## src/rtl/spi_dac_pkg.sv

```systemverilog
// Shared types and constants for the DAC SPI link.
// Command codes match the DAC SPI transmitter.
package spi_dac_pkg;

  localparam int DEF_FRAME_BITS = 24;
  localparam int DEF_CMD_BITS   = 8;

  localparam logic [7:0] CMD_NOP          = 8'b0000_0000;
  localparam logic [7:0] CMD_WRITE        = 8'b0001_0000;
  localparam logic [7:0] CMD_UPDATE       = 8'b0010_0000;
  localparam logic [7:0] CMD_WRITE_UPDATE = 8'b0011_0001;

  typedef enum logic [1:0] {
    ST_IDLE,
    ST_SHIFT,
    ST_END
  } state_t;

endpackage

```

## src/rtl/spi_input_sync.sv

```systemverilog
// Synchronizer for one SPI pin with registered edge pulses.
// level, rise and fall are aligned to the same clock cycle.
module spi_input_sync #(
  parameter int   STAGES = 2,
  parameter logic IDLE   = 1'b0
) (
  input  logic clock_in,
  input  logic reset_n,
  input  logic pin,
  output logic level,
  output logic rise,
  output logic fall
);

  logic [STAGES-1:0] chain;

  always_ff @(posedge clock_in or negedge reset_n) begin
    if (!reset_n) begin
      chain <= {STAGES{IDLE}};
      level <= IDLE;
      rise  <= 1'b0;
      fall  <= 1'b0;
    end else begin
      chain <= {chain[STAGES-2:0], pin};
      level <= chain[STAGES-1];
      rise  <= chain[STAGES-1] & ~level;
      fall  <= ~chain[STAGES-1] & level;
    end
  end

endmodule

```

## src/rtl/spi_dac_receiver.sv

```systemverilog
// SPI mode-0 frame receiver for the DAC link, oversampled on clock_in.
// Optional SPI_RX_ECHO_EN adds spi_echo_out readback of the prior frame.
module spi_dac_receiver
  import spi_dac_pkg::*;
#(
  parameter int FRAME_BITS  = DEF_FRAME_BITS,
  parameter int CMD_BITS    = DEF_CMD_BITS,
  parameter int SYNC_STAGES = 2
) (
  input  logic                       clock_in,
  input  logic                       reset_n,
  input  logic                       spi_cs_in,
  input  logic                       spi_clock_in,
  input  logic                       spi_data_in,
  output logic [FRAME_BITS-1:0]      data_out,
  output logic [CMD_BITS-1:0]        command_out,
  output logic [FRAME_BITS-CMD_BITS-1:0] value_out,
  output logic                       data_valid,
  output logic                       frame_error,
  output logic                       busy
`ifdef SPI_RX_ECHO_EN
  ,
  output logic                       spi_echo_out
`endif
);

  localparam int CW     = $clog2(FRAME_BITS + 2);
  localparam int SETTLE = SYNC_STAGES + 2;
  localparam int SW     = $clog2(SETTLE + 1);

  logic cs_lvl, cs_rise, cs_fall;
  logic sck_lvl, sck_rise, sck_fall;
  logic sd_lvl, sd_rise, sd_fall;

  spi_input_sync #(.STAGES(SYNC_STAGES), .IDLE(1'b1)) u_cs (
    .clock_in(clock_in), .reset_n(reset_n), .pin(spi_cs_in),
    .level(cs_lvl), .rise(cs_rise), .fall(cs_fall)
  );

  spi_input_sync #(.STAGES(SYNC_STAGES), .IDLE(1'b0)) u_sck (
    .clock_in(clock_in), .reset_n(reset_n), .pin(spi_clock_in),
    .level(sck_lvl), .rise(sck_rise), .fall(sck_fall)
  );

  spi_input_sync #(.STAGES(SYNC_STAGES), .IDLE(1'b0)) u_sd (
    .clock_in(clock_in), .reset_n(reset_n), .pin(spi_data_in),
    .level(sd_lvl), .rise(sd_rise), .fall(sd_fall)
  );

  logic unused_sig;
  assign unused_sig = ^{sck_lvl, sck_fall, sd_rise, sd_fall};

  state_t                state;
  logic [FRAME_BITS-1:0] shreg, sh_nx;
  logic [CW-1:0]         cnt, cnt_nx;
  logic [SW-1:0]         settle;
  logic                  settled, pend;

  assign settled = (settle == SW'(SETTLE));

  always_comb begin
    sh_nx  = shreg;
    cnt_nx = cnt;
    if (sck_rise) begin
      sh_nx = {shreg[FRAME_BITS-2:0], sd_lvl};
      if (cnt != CW'(FRAME_BITS + 1)) cnt_nx = cnt + 1'b1;
    end
  end

  // A CS already low at reset release must not look like a fresh frame.
  always_ff @(posedge clock_in or negedge reset_n) begin
    if (!reset_n) begin
      state       <= ST_IDLE;
      shreg       <= '0;
      cnt         <= '0;
      settle      <= '0;
      pend        <= 1'b0;
      data_out    <= '0;
      data_valid  <= 1'b0;
      frame_error <= 1'b0;
      busy        <= 1'b0;
    end else begin
      data_valid  <= 1'b0;
      frame_error <= 1'b0;
      if (!settled) settle <= settle + 1'b1;
      unique case (state)
        ST_IDLE: begin
          if ((cs_fall || pend) && settled) begin
            shreg <= '0;
            cnt   <= '0;
            busy  <= 1'b1;
            pend  <= 1'b0;
            state <= ST_SHIFT;
          end
        end
        ST_SHIFT: begin
          shreg <= sh_nx;
          cnt   <= cnt_nx;
          if (cs_rise) begin
            busy  <= 1'b0;
            state <= ST_END;
            if (cnt_nx == CW'(FRAME_BITS)) begin
              data_out   <= sh_nx;
              data_valid <= 1'b1;
            end else begin
              frame_error <= 1'b1;
            end
          end
        end
        ST_END: begin
          pend  <= cs_fall;
          state <= ST_IDLE;
        end
        default: state <= ST_IDLE;
      endcase
    end
  end

  assign command_out = data_out[FRAME_BITS-1 -: CMD_BITS];
  assign value_out   = data_out[FRAME_BITS-CMD_BITS-1:0];

`ifdef SPI_RX_ECHO_EN
  logic [FRAME_BITS-1:0] echo_sh;

  always_ff @(posedge clock_in or negedge reset_n) begin
    if (!reset_n) begin
      echo_sh      <= '0;
      spi_echo_out <= 1'b0;
    end else if (cs_fall) begin
      spi_echo_out <= data_out[FRAME_BITS-1];
      echo_sh      <= {data_out[FRAME_BITS-2:0], 1'b0};
    end else if (cs_lvl) begin
      spi_echo_out <= 1'b0;
    end else if (sck_fall) begin
      spi_echo_out <= echo_sh[FRAME_BITS-1];
      echo_sh      <= {echo_sh[FRAME_BITS-2:0], 1'b0};
    end
  end
`endif

endmodule

```

## config.mk

```make
export PLATFORM = sky130hd
export DESIGN_NAME = spi_dac_receiver
export DESIGN_NICKNAME = d
export VERILOG_FILES = /design/src/rtl/spi_dac_pkg.sv /design/src/rtl/spi_input_sync.sv /design/src/rtl/spi_dac_receiver.sv
export SDC_FILE = /design/constraint.sdc
export NUM_CORES = 1
export LEC_CHECK = 0
export BUFFER_PORTS_ARGS = -buffer_cell sky130_fd_sc_hd__buf_2
export CAP_MARGIN = 20
export CORE_MARGIN = 2
export CORE_UTILIZATION = 25
export DETAILED_ROUTE_END_ITERATION = 8
export PLACE_DENSITY = 0.41
export SYNTH_ARGS = -nofsm -noshare
export SYNTH_HDL_FRONTEND = slang
export SYNTH_SLANG_ARGS = --single-unit
export TNS_END_PERCENT = 30
```

## constraint.sdc

```tcl
create_clock -name clock_in -period 2.6 [get_ports clock_in]
set_clock_uncertainty 0.05 [all_clocks]
set_input_delay 0.52 -clock clock_in [delete_from_list [all_inputs] [get_ports clock_in]]
set_output_delay 0.52 -clock clock_in [all_outputs]
set_load 0.01 [all_outputs]
```

==> flow_metrics.env, run 1 <==
export IMPL_finalSetupViolCount=0
export IMPL_wire_per_inst_um=13.4
export IMPL_synth_fp_nets=258
export IMPL_yosys_area_share_simple_pct=5.21
export IMPL_antenna_found_initial=0
export IMPL_vias=1985
export IMPL_synth_edf_count=0
export IMPL_ys_flop_type="dfrtp_1"
export IMPL_status="completed"
export IMPL_yosys_area_share_adder_pct=1.49
export IMPL_post_cts_buffers=0
export IMPL_die_x_um=120
export IMPL_max_cap_violations=0
export IMPL_avgSynthCellArea_um2=13.5
export IMPL_pre_cts_ws_ns=0.482
export IMPL_synth_cells=249
export IMPL_async_reset_ff_share_pct=100
export IMPL_r2r_end="data_out[10]$_DFFE_PN0P_"
export IMPL_worstRegToRegCells=7
export IMPL_leakage_nw=2.08
export IMPL_start_util_pct=25.5
export IMPL_syn_cell_area_um2=3360
export IMPL_yosysTopAreaCell="dfrtp_1"
export IMPL_worst_path_max_fanout=24
export IMPL_grt_pass1_wl_mm=10.6
export IMPL_regToRegStartpoint="cnt[0]$_DFFE_PN0P_"
export IMPL_syn_to_final_growth_pct=18.5
export IMPL_cts_sinks=74
export IMPL_portBuffers=55
export IMPL_die_height_um=120
export IMPL_cts_root_buffer="clkbuf_16"
export IMPL_dpl_hpwl_mm=3.92
export IMPL_drt_first_pass_iters=4
export IMPL_drt_iter0_markers=87
export IMPL_cp_top_family="flip-flops"
export IMPL_clk_pin_slew_worst_paths_ns=0.06
export IMPL_drc=0
export IMPL_grt_max_degree=43
export IMPL_vias_per_cell=4.24
export IMPL_synth_compound_area_share_pct=11.2
export IMPL_worstPathCellList="ha_1 > nand4b_4 > a211oi_2 > a41o_2 > nand4_4 > buf_12 > mux2_4"
export IMPL_cp_start_kind="flip-flop"
export IMPL_drt_total_wl_mm=6.25
export IMPL_synth_top_family_by_area="multiplexers"
export IMPL_final_common_cell="dfrtp_1"
export IMPL_grt_overflow_total=0
export IMPL_drt_antenna_violating_nets=0
export IMPL_finalCriticalPeriod_ns=2.13
export IMPL_h_tree_depth=3
export IMPL_hold_viol_final=0
export IMPL_max_stage_delay_ns=0.47
export IMPL_n_antenna_cell=0
export IMPL_clockBufferDepth=2
export IMPL_critPathRequiredTime_ns=2.77
export IMPL_critPathCaptureType="flip-flop"
export IMPL_path_buf_inv=1
export IMPL_final_cell_mix="dfrtp_1 (71), buf_2 (54), mux2_2 (28), a22o_1 (25), mux2_4 (20)"
export IMPL_cts_tree="yes"
export IMPL_core_area_um2=13200
export IMPL_fin_crit_sh_pct=82.0
export IMPL_grtUsageTotal_pct=9.44
export IMPL_crit_path_start="cnt[0]$_DFFE_PN0P_"
export IMPL_finalNetCount=296
export IMPL_synth_distinct_cells=31
export IMPL_die_area_um2=14400
export IMPL_yosys_mux_area_fraction_pct=18.3
export IMPL_rsz0062_at_grt="false"
export IMPL_max_slew_worst_pin_slew_ns=0.797
export IMPL_layout_drive_gt1_share_pct=44.9
export IMPL_cts_hold_fix_buffers=0
export IMPL_ir_drop_mv=0.289
export IMPL_insertion_delay_ns=0.33
export IMPL_slew_violations=0
export IMPL_path_class="flip-flop to flip-flop"
export IMPL_critical_path_endpoint="data_out[10]$_DFFE_PN0P_"
export IMPL_yosys_top_cells_area="dfrtp_1 (53%), mux2_2 (9.4%), mux2_4 (8.9%), a22o_1 (6.5%), buf_4 (5.4%)"
export IMPL_crit_cells=7
export IMPL_netlist_area_leader_share_pct=52.9
export IMPL_regToRegSetupSlack_ns=0.47
export IMPL_numCtsBuffers=9
export IMPL_max_clock_freq_ghz=0.469
export IMPL_gp_congestion=0.692
export IMPL_relSlewSlack_pct=46.9
export IMPL_ioPinCount=56
export IMPL_hold_path_class="input port to async pin"
export IMPL_fin_tns_setup_ns=0
export IMPL_power_density_nw_per_um2=702
export IMPL_cp_arrival_ns=2.30
export IMPL_cts_repair_resized=0
export IMPL_synth_seq_cells=74
export IMPL_grt_pass1_vias=1995
export IMPL_row_count=42
export IMPL_final_core_util_pct=30.2
export IMPL_seq_area_frac_synth_pct=55.2
export IMPL_setup_slack_ns=0.469
export IMPL_crit_path_top_delay_cell="dfrtp_1"
export IMPL_synthXorXnorAreaFrac_pct=0.782
export IMPL_yosys_warnings=0
==> where the power goes <==
part	switching [mW]	total (mW)	internal [mW]	leakage [nW]
Clock	0.455	1.18	0.725	0.136
Sequential	0.0645	1.27	1.21	0.993
Combinational	0.223	0.346	0.122	0.951
==> cell type report <==
| type | count | area (µm²) |
|---|---|---|
| Fill cell | 1319 | 9210 |
| Tap cell | 176 | 220 |
| Sequential cell | 74 | 1860 |
| Multi-Input combinational cell | 134 | 1250 |
| Clock buffer | 15 | 278 |
| Timing Repair Buffer | 61 | 348 |
| Inverter | 7 | 26.3 |
| Clock inverter | 1 | 7.51 |
==> per-stage QoR <==
step	power [mW]	cells	hold slack, ns	area (µm²)
after floorplan	1.50	249	0.174	3360
after global placement	1.64	452	0.289	3700
after detailed placement	1.64	452	0.287	3700
after CTS	2.85	468	0.0905	3980
after global routing	2.94	468	0.111	3980
final	2.80	468	0.0762	3980
==> registers in the layout, summed over array words and instances, names as in the netlist, 2 cells and up <==
signal       cells
cnt              5
data_out        24
settle           3
shreg           24
state            2
u_cs.chain       2
u_sck.chain      2
u_sd.chain       2
==> cells in the mapped netlist, types with 4 or more instances <==
| library cell | count |
|---|---|
| dfrtp_1 | 71 |
| mux2_2 | 28 |
| a22o_1 | 25 |
| buf_4 | 24 |
| mux2_4 | 20 |
| o21ai_0 | 11 |
| nand2_1 | 9 |
| a21oi_1 | 7 |
| inv_1 | 7 |
| nor2_1 | 7 |
| clkbuf_1 | 4 |
| ha_1 | 4 |
| nor2b_1 | 4 |
==> kinds of logic (layout without fill, tap and decap cells) <==
logic type / after synthesis / after routing
buffers and inverters: 41 / 84
adder cells (fa/ha/maj): 4 / 4
flip-flops: 74 / 74
multiplexers: 48 / 48
XOR/XNOR: 3 / 3
AO/OA/AOI/OAI: 50 / 50
AND/OR/NAND/NOR: 29 / 29
==> worst min-delay path by stage <==
stage | start | endpoint | slack [ns]
final | reset_n | data_out[18]$_DFFE_PN0P_ | 0.08
after floorplan | reset_n | busy$_DFFE_PN0P_ | 0.17
after CTS | reset_n | data_out[18]$_DFFE_PN0P_ | 0.09
after global routing | reset_n | data_out[19]$_DFFE_PN0P_ | 0.11
after global placement | u_sck.chain[0]$_DFF_PN0_ | u_sck.chain[1]$_DFF_PN0_ | 0.29
after detailed placement | u_sck.chain[0]$_DFF_PN0_ | u_sck.chain[1]$_DFF_PN0_ | 0.29
==> routing by layer <==
metal / global-route usage (%) / share of wire, % / vias to the layer above
met5: 0 / 0 / -
met4: 5.51 / 2.6 / 0
met3: 2.28 / 4.1 / 12
met2: 13.2 / 44 / 46
met1: 13.2 / 50 / 982
li1: - / - / 945
==> worst register-to-register path: stages (launching register included) <==
cell and delay (ns):
dfrtp_1 0.47, ha_1 0.27, nand4b_4 0.17, a211oi_2 0.24, a41o_2 0.18, nand4_4 0.11, buf_12 0.21, mux2_4 0.32
Power figures use the tool's default switching activity.
==> run 2, diff against run 1 <==
PLACE_DENSITY = 0.42   (was 0.41)
clock period = 1.9 ns   (was 2.6 ns; I/O delays follow)
==> run 2 against run 1 <==
Against the previous run: the run now ends with setup timing left; fmax increased by 9.1%; final area increased by 5.3%; total power increased by 41%; sequential power increased by 36%; wire length increased by 6.3%; global-route usage increased by 0.65 points; die area unchanged; worst hold slack improved by 0.021 ns; utilization increased by 1.6 points; critical path depth increased by 1; cell count increased by 4.7%; non-clock buffer count increased by 23; largest cell class unchanged.
==> flow_metrics.env, run 2 (synthesis results as in run 1) <==
export IMPL_violations="setup timing"
export IMPL_core_area_um2=13200
export IMPL_die_area_um2=14400
export IMPL_hold_ws_ns=0.0974
export IMPL_fin_crit_sh_pct=103
export IMPL_ir_drop_mv=0.370
export IMPL_drt_total_wl_mm=6.65
export IMPL_crit_path_top_delay_cell="dfrtp_1"
export IMPL_start_util_pct=25.5
export IMPL_setup_slack_ns=-0.0527
export IMPL_insertion_delay_ns=0.33
export IMPL_rsz0062_at_grt="true"
export IMPL_finalInstanceArea_um2=4190
export IMPL_finalNetCount=319
export IMPL_max_clock_freq_ghz=0.512
export IMPL_swShare_pct=26.8
export IMPL_critPathCaptureType="flip-flop"
export IMPL_power_switching_mw=1.05
export IMPL_cts_sinks=74
export IMPL_clockBufferDepth=2
export IMPL_relSlewSlack_pct=76.0
export IMPL_cp_start_kind="flip-flop"
export IMPL_drt_iter0_markers=62
export IMPL_max_cap_violations=0
export IMPL_finalCriticalPeriod_ns=1.95
export IMPL_dpl_instance_area_um2=3850
export IMPL_grt_pass1_wl_mm=11.1
export IMPL_finalSetupViolCount=22
export IMPL_final_common_cell="dfrtp_1"
export IMPL_path_class="flip-flop to flip-flop"
export IMPL_power_internal_mw=2.88
export IMPL_grt_max_degree=31
export IMPL_antenna_found_initial=0
export IMPL_critPathRequiredTime_ns=2.07
export IMPL_final_cell_mix="dfrtp_1 (70), buf_2 (54), mux2_2 (28), a22o_1 (25), buf_4 (25)"
export IMPL_grt_overflow_total=0
export IMPL_drt_first_pass_iters=4
export IMPL_vias=2062
export IMPL_syn_to_final_growth_pct=24.8
export IMPL_grt_pass1_vias=2039
export IMPL_max_stage_delay_ns=0.42
export IMPL_hold_path_class="input port to flip-flop"
export IMPL_clk_pin_slew_worst_paths_ns=0.05
export IMPL_largestRegisters="data_out x24, shreg x24, cnt x5"
export IMPL_path_buf_inv=2
export IMPL_p_clk_share_pct=39.6
export IMPL_status="finished with violations"
export IMPL_cts_root_buffer="clkbuf_16"
export IMPL_slew_violations=0
export IMPL_grtUsageTotal_pct=10.1
export IMPL_wire_per_inst_um=13.6
export IMPL_p_comb_share_pct=16.4
export IMPL_n_antenna_cell=0
export IMPL_row_count=42
export IMPL_regToRegSetupSlack_ns=-0.05
export IMPL_worstPathCellList="inv_2 > ha_4 > nand4b_4 > a211oi_2 > a41o_2 > nand4_4 > buf_12 > mux2_4"
export IMPL_worst_path_max_fanout=10
export IMPL_max_slew_worst_pin_slew_ns=0.359
export IMPL_portBuffers=55
export IMPL_leakage_nw=2.20
export IMPL_drc=0
export IMPL_vias_per_cell=4.21
export IMPL_layout_drive_gt1_share_pct=51.3
export IMPL_ioPinCount=56
export IMPL_drt_antenna_violating_nets=0
export IMPL_die_height_um=120
export IMPL_cp_top_family="flip-flops"
export IMPL_hold_viol_final=0
export IMPL_h_tree_depth=3
export IMPL_cts_tree="yes"
export IMPL_gp_congestion=0.794
export IMPL_pwr_share_seq_pct=44.0
export IMPL_die_x_um=120
export IMPL_dpl_hpwl_mm=4.53
export IMPL_power_density_nw_per_um2=938
export IMPL_numCtsBuffers=9
export IMPL_cp_arrival_ns=2.12
## run 2: changes by cell type in the layout (fill, tap and decap cells not counted), sizes merged
cell / before / now
buf: 61 / 83
dlygate4sd3: 0 / 1
clkinvlp: 1 / 0
clkbuf: 15 / 12
clkinv: 0 / 3
## run 2: worst paths after layout
path,to,from,cells past startpoint
max,data_out[14]$_DFFE_PN0P_,cnt[1]$_DFFE_PN0P_,8
min in group asynchronous,u_sd.chain[1]$_DFF_PN0_,reset_n,2
min,u_cs.chain[0]$_DFF_PN1_,spi_cs_in,1
min reg2reg,u_sd.level$_DFF_PN0_,u_sd.chain[1]$_DFF_PN0_,0
max in group asynchronous,data_out[19]$_DFFE_PN0P_,reset_n,3
max reg2reg,data_out[14]$_DFFE_PN0P_,cnt[1]$_DFFE_PN0P_,8
## run 2: per-layer routing
metal	GRT usage, %	share of wire [%]	up-vias
met1	13.8	49	1010
met5	0	0	-
li1	-	-	994
met2	14.1	44	43
met3	3.42	4.5	15
met4	5.07	2.3	0
## run 2: power by group through the flow
| stage | clock network, mW | logic [mW] | registers [mW] |
|---|---|---|---|
| global route | 1.67 | 0.732 | 1.74 |
| global placement | 0 | 0.620 | 1.74 |
| detailed placement | 0 | 0.612 | 1.74 |
| floorplan | 0 | 0.308 | 1.75 |
| CTS | 1.60 | 0.635 | 1.72 |
| finish | 1.56 | 0.646 | 1.73 |
## run 2: cell type report
type | count | area (µm²)
multi-input combinational | 134 | 1280
fill | 1302 | 9000
timing repair buffer | 84 | 534
clock inverter | 3 | 15.0
tap | 176 | 220
inverter | 7 | 26.3
sequential | 74 | 1860
clock buffer | 12 | 256
## run 2: through the flow
stage / instances / total power [mW] / setup WS [ns] / TNS, ns / util [%]
final: 490 / 3.93 / -0.0527 / -0.892 / 31.8
after global routing: 490 / 4.14 / -0.149 / -3.10 / 31.8
after CTS: 488 / 3.95 / -0.0456 / -0.700 / 31.5
after detailed placement: 471 / 2.35 / -0.0678 / -0.774 / 29.2
after global placement: 471 / 2.36 / -0.0408 / -0.470 / 29.2
after floorplan: 249 / 2.06 / -0.0451 / -0.903 / -
## run 2: what timing repair did
item	CTS	global route
buffers inserted	1	2
endpoints found under the hold margin	23	0
setup endpoints to repair	24	48
gates resized for setup	3	5
hold buffers	1	0
==> run 3, diff against run 2 <==
CORE_MARGIN = unset   (was 2)
CORE_UTILIZATION = 40   (was 25)
PLACE_DENSITY = 0.61   (was 0.42)
==> run 3 against run 2 <==
Against the previous run: the flow still finishes with violations (setup timing); first-iteration DRC count grew to 2.8 times the previous value; clock-buffer cell count fell by 2; sequential cell count unchanged; utilization rose by 17 points; fmax grew 0.81%; via count rose by 1.1%; worst hold slack worse by 0.020 ns; non-clock buffer count decreased by 9; register-to-register slack gained 0.02 ns; total power decreased by 2.9%.
==> flow_metrics.env, run 3 (synthesis results as in run 1) <==
export IMPL_fin_tns_setup_ns=-0.481
export IMPL_final_common_cell="dfrtp_1"
export IMPL_die_height_um=93.7
export IMPL_seq_area_um2=1860
export IMPL_slew_violations=0
export IMPL_fin_crit_sh_pct=102
export IMPL_critPathCaptureType="flip-flop"
export IMPL_crit_cells=7
export IMPL_gp_congestion=0.787
export IMPL_dpl_instance_area_um2=3740
export IMPL_finalCriticalPeriod_ns=1.94
export IMPL_drt_antenna_violating_nets=0
export IMPL_hold_viol_final=0
export IMPL_fillers=734
export IMPL_crit_path_top_delay_cell="dfrtp_2"
export IMPL_ir_drop_mv=0.536
export IMPL_syn_to_final_growth_pct=19.2
export IMPL_grt_pass1_vias=1962
export IMPL_die_area_um2=8770
export IMPL_max_clock_freq_ghz=0.516
export IMPL_whs_path_depth=1
export IMPL_antenna_found_initial=0
export IMPL_layout_drive_gt1_share_pct=49.3
export IMPL_hold_ws_ns=0.0771
export IMPL_grt_max_degree=38
export IMPL_rsz0062_at_grt="true"
export IMPL_grt_pass1_wl_mm=9.79
export IMPL_cp_top_family="flip-flops"
export IMPL_clk_pin_slew_worst_paths_ns=0.08
export IMPL_core_area_um2=8180
export IMPL_worst_path_max_fanout=14
export IMPL_drt_iter0_markers=173
export IMPL_final_cells=411
export IMPL_portBuffers=55
export IMPL_crit_path_start="cnt[0]$_DFFE_PN0P_"
export IMPL_power_density_nw_per_um2=953
export IMPL_max_slew_worst_pin_slew_ns=0.470
export IMPL_cp_arrival_ns=2.12
export IMPL_drc=0
export IMPL_drt_first_pass_iters=4
export IMPL_relSlewSlack_pct=68.6
export IMPL_leakage_nw=2.15
export IMPL_vias=2085
export IMPL_regToRegSetupSlack_ns=-0.04
export IMPL_wire_per_inst_um=14.4
export IMPL_regToRegStartpoint="cnt[0]$_DFFE_PN0P_"
export IMPL_finalNetCount=310
export IMPL_worstRegToRegCells=7
export IMPL_max_cap_violations=0
export IMPL_finalInstanceArea_um2=4010
export IMPL_r2r_end="data_out[11]$_DFFE_PN0P_"
export IMPL_finalSetupViolCount=23
export IMPL_cts_sinks=74
export IMPL_final_cell_mix="dfrtp_1 (70), buf_2 (54), mux2_2 (28), a22o_1 (25), mux2_4 (20)"
export IMPL_row_count=33
export IMPL_start_util_pct=41.1
export IMPL_setup_slack_ns=-0.0371
export IMPL_insertion_delay_ns=0.35
export IMPL_worstPathCellList="ha_2 > nand2_1 > a21oi_1 > o32ai_2 > nand4_4 > buf_12 > mux2_4"
export IMPL_drt_total_wl_mm=5.92
export IMPL_grtUsageTotal_pct=15.0
export IMPL_status="finished with violations"
export IMPL_ioPinCount=56
export IMPL_vias_per_cell=5.07
export IMPL_critical_path_endpoint="data_out[11]$_DFFE_PN0P_"
export IMPL_hold_path_class="input port to flip-flop"
export IMPL_dp_cells=394
export IMPL_grt_overflow_total=0
export IMPL_cp_start_kind="flip-flop"
export IMPL_multiInputGateArea_um2=1270
export IMPL_path_class="flip-flop to flip-flop"
export IMPL_cts_root_buffer="clkbuf_8"
export IMPL_clockBufferDepth=2
export IMPL_critPathRequiredTime_ns=2.08
export IMPL_largestRegisters="data_out x24, shreg x24, cnt x5"
export IMPL_numCtsBuffers=9
export IMPL_die_x_um=93.7
export IMPL_cts_tree="yes"
export IMPL_max_stage_delay_ns=0.44
export IMPL_n_antenna_cell=0
export IMPL_h_tree_depth=3
export IMPL_path_buf_inv=1
export IMPL_dpl_hpwl_mm=4.02
export IMPL_violations="setup timing"
[run 3: changes by cell type in the layout (fill, tap and decap cells not counted), sizes merged]
cell	previous run	this run
inv	7	8
bufinv	0	3
buf	83	74
clkbuf	12	10
clkinvlp	0	1
clkinv	3	1
[run 3: final cells by class]
cell class / count / share of cell area (%)
clock buffers: 10 / 3.19
multi-input cells: 134 / 31.7
well taps: 105 / 3.28
flip-flops and latches: 74 / 46.3
clock inverters: 6 / 2.87
inverters: 7 / 0.656
repair buffers: 75 / 12.0
[run 3: routing by layer]
| layer | share of wire [%] | global-route usage, % |
|---|---|---|
| met1 | 47 | 20.4 |
| met2 | 47 | 22.5 |
| met3 | 4.4 | 4.21 |
| met4 | 1.8 | 6.15 |
| met5 | 0 | 0 |
[run 3: power by group]
part           internal (mW)  leakage [nW]  switching (mW)  total (mW)
Combinational          0.275          1.04           0.346       0.621
Sequential              1.65         0.991          0.0745        1.72
Clock                  0.880         0.117           0.592        1.47
Total                   2.80          2.15            1.01        3.82
[run 3: per-stage QoR]
step           worst slack, ns  util, %  power, mW
2_1_floorplan          -0.0451        -       2.06
3_3_place_gp           -0.0186     45.8       2.34
3_5_place_dp           -0.0621     45.8       2.35
4_1_cts                -0.0549     49.0       3.86
5_1_grt                 -0.111     49.0       4.00
6_report               -0.0371     49.0       3.82
[run 3: timing repair]
item | CTS | global route
setup buffers | 0 | 0
resized for setup | 1 | 1
endpoints found under the setup margin | 24 | 24
hold buffers | 1 | 0
endpoints found under the hold margin | 31 | 0
[run 3: worst register-to-register path, stage by stage (launching register included)]
cell	delay, ns
dfrtp_2	0.44
ha_2	0.20
nand2_1	0.06
a21oi_1	0.05
o32ai_2	0.35
nand4_4	0.17
buf_12	0.20
mux2_4	0.30
[run 3: worst min-delay path by stage]
stage / startpoint / to / slack (ns)
after detailed placement: u_sd.chain[0]$_DFF_PN0_ / u_sd.chain[1]$_DFF_PN0_ / 0.30
after global placement: u_sck.chain[0]$_DFF_PN0_ / u_sck.chain[1]$_DFF_PN0_ / 0.28
after floorplan: reset_n / busy$_DFFE_PN0P_ / 0.03
after CTS: spi_cs_in / u_cs.chain[0]$_DFF_PN1_ / 0.06
after global routing: spi_cs_in / u_cs.chain[0]$_DFF_PN1_ / 0.05
final: spi_cs_in / u_cs.chain[0]$_DFF_PN1_ / 0.08
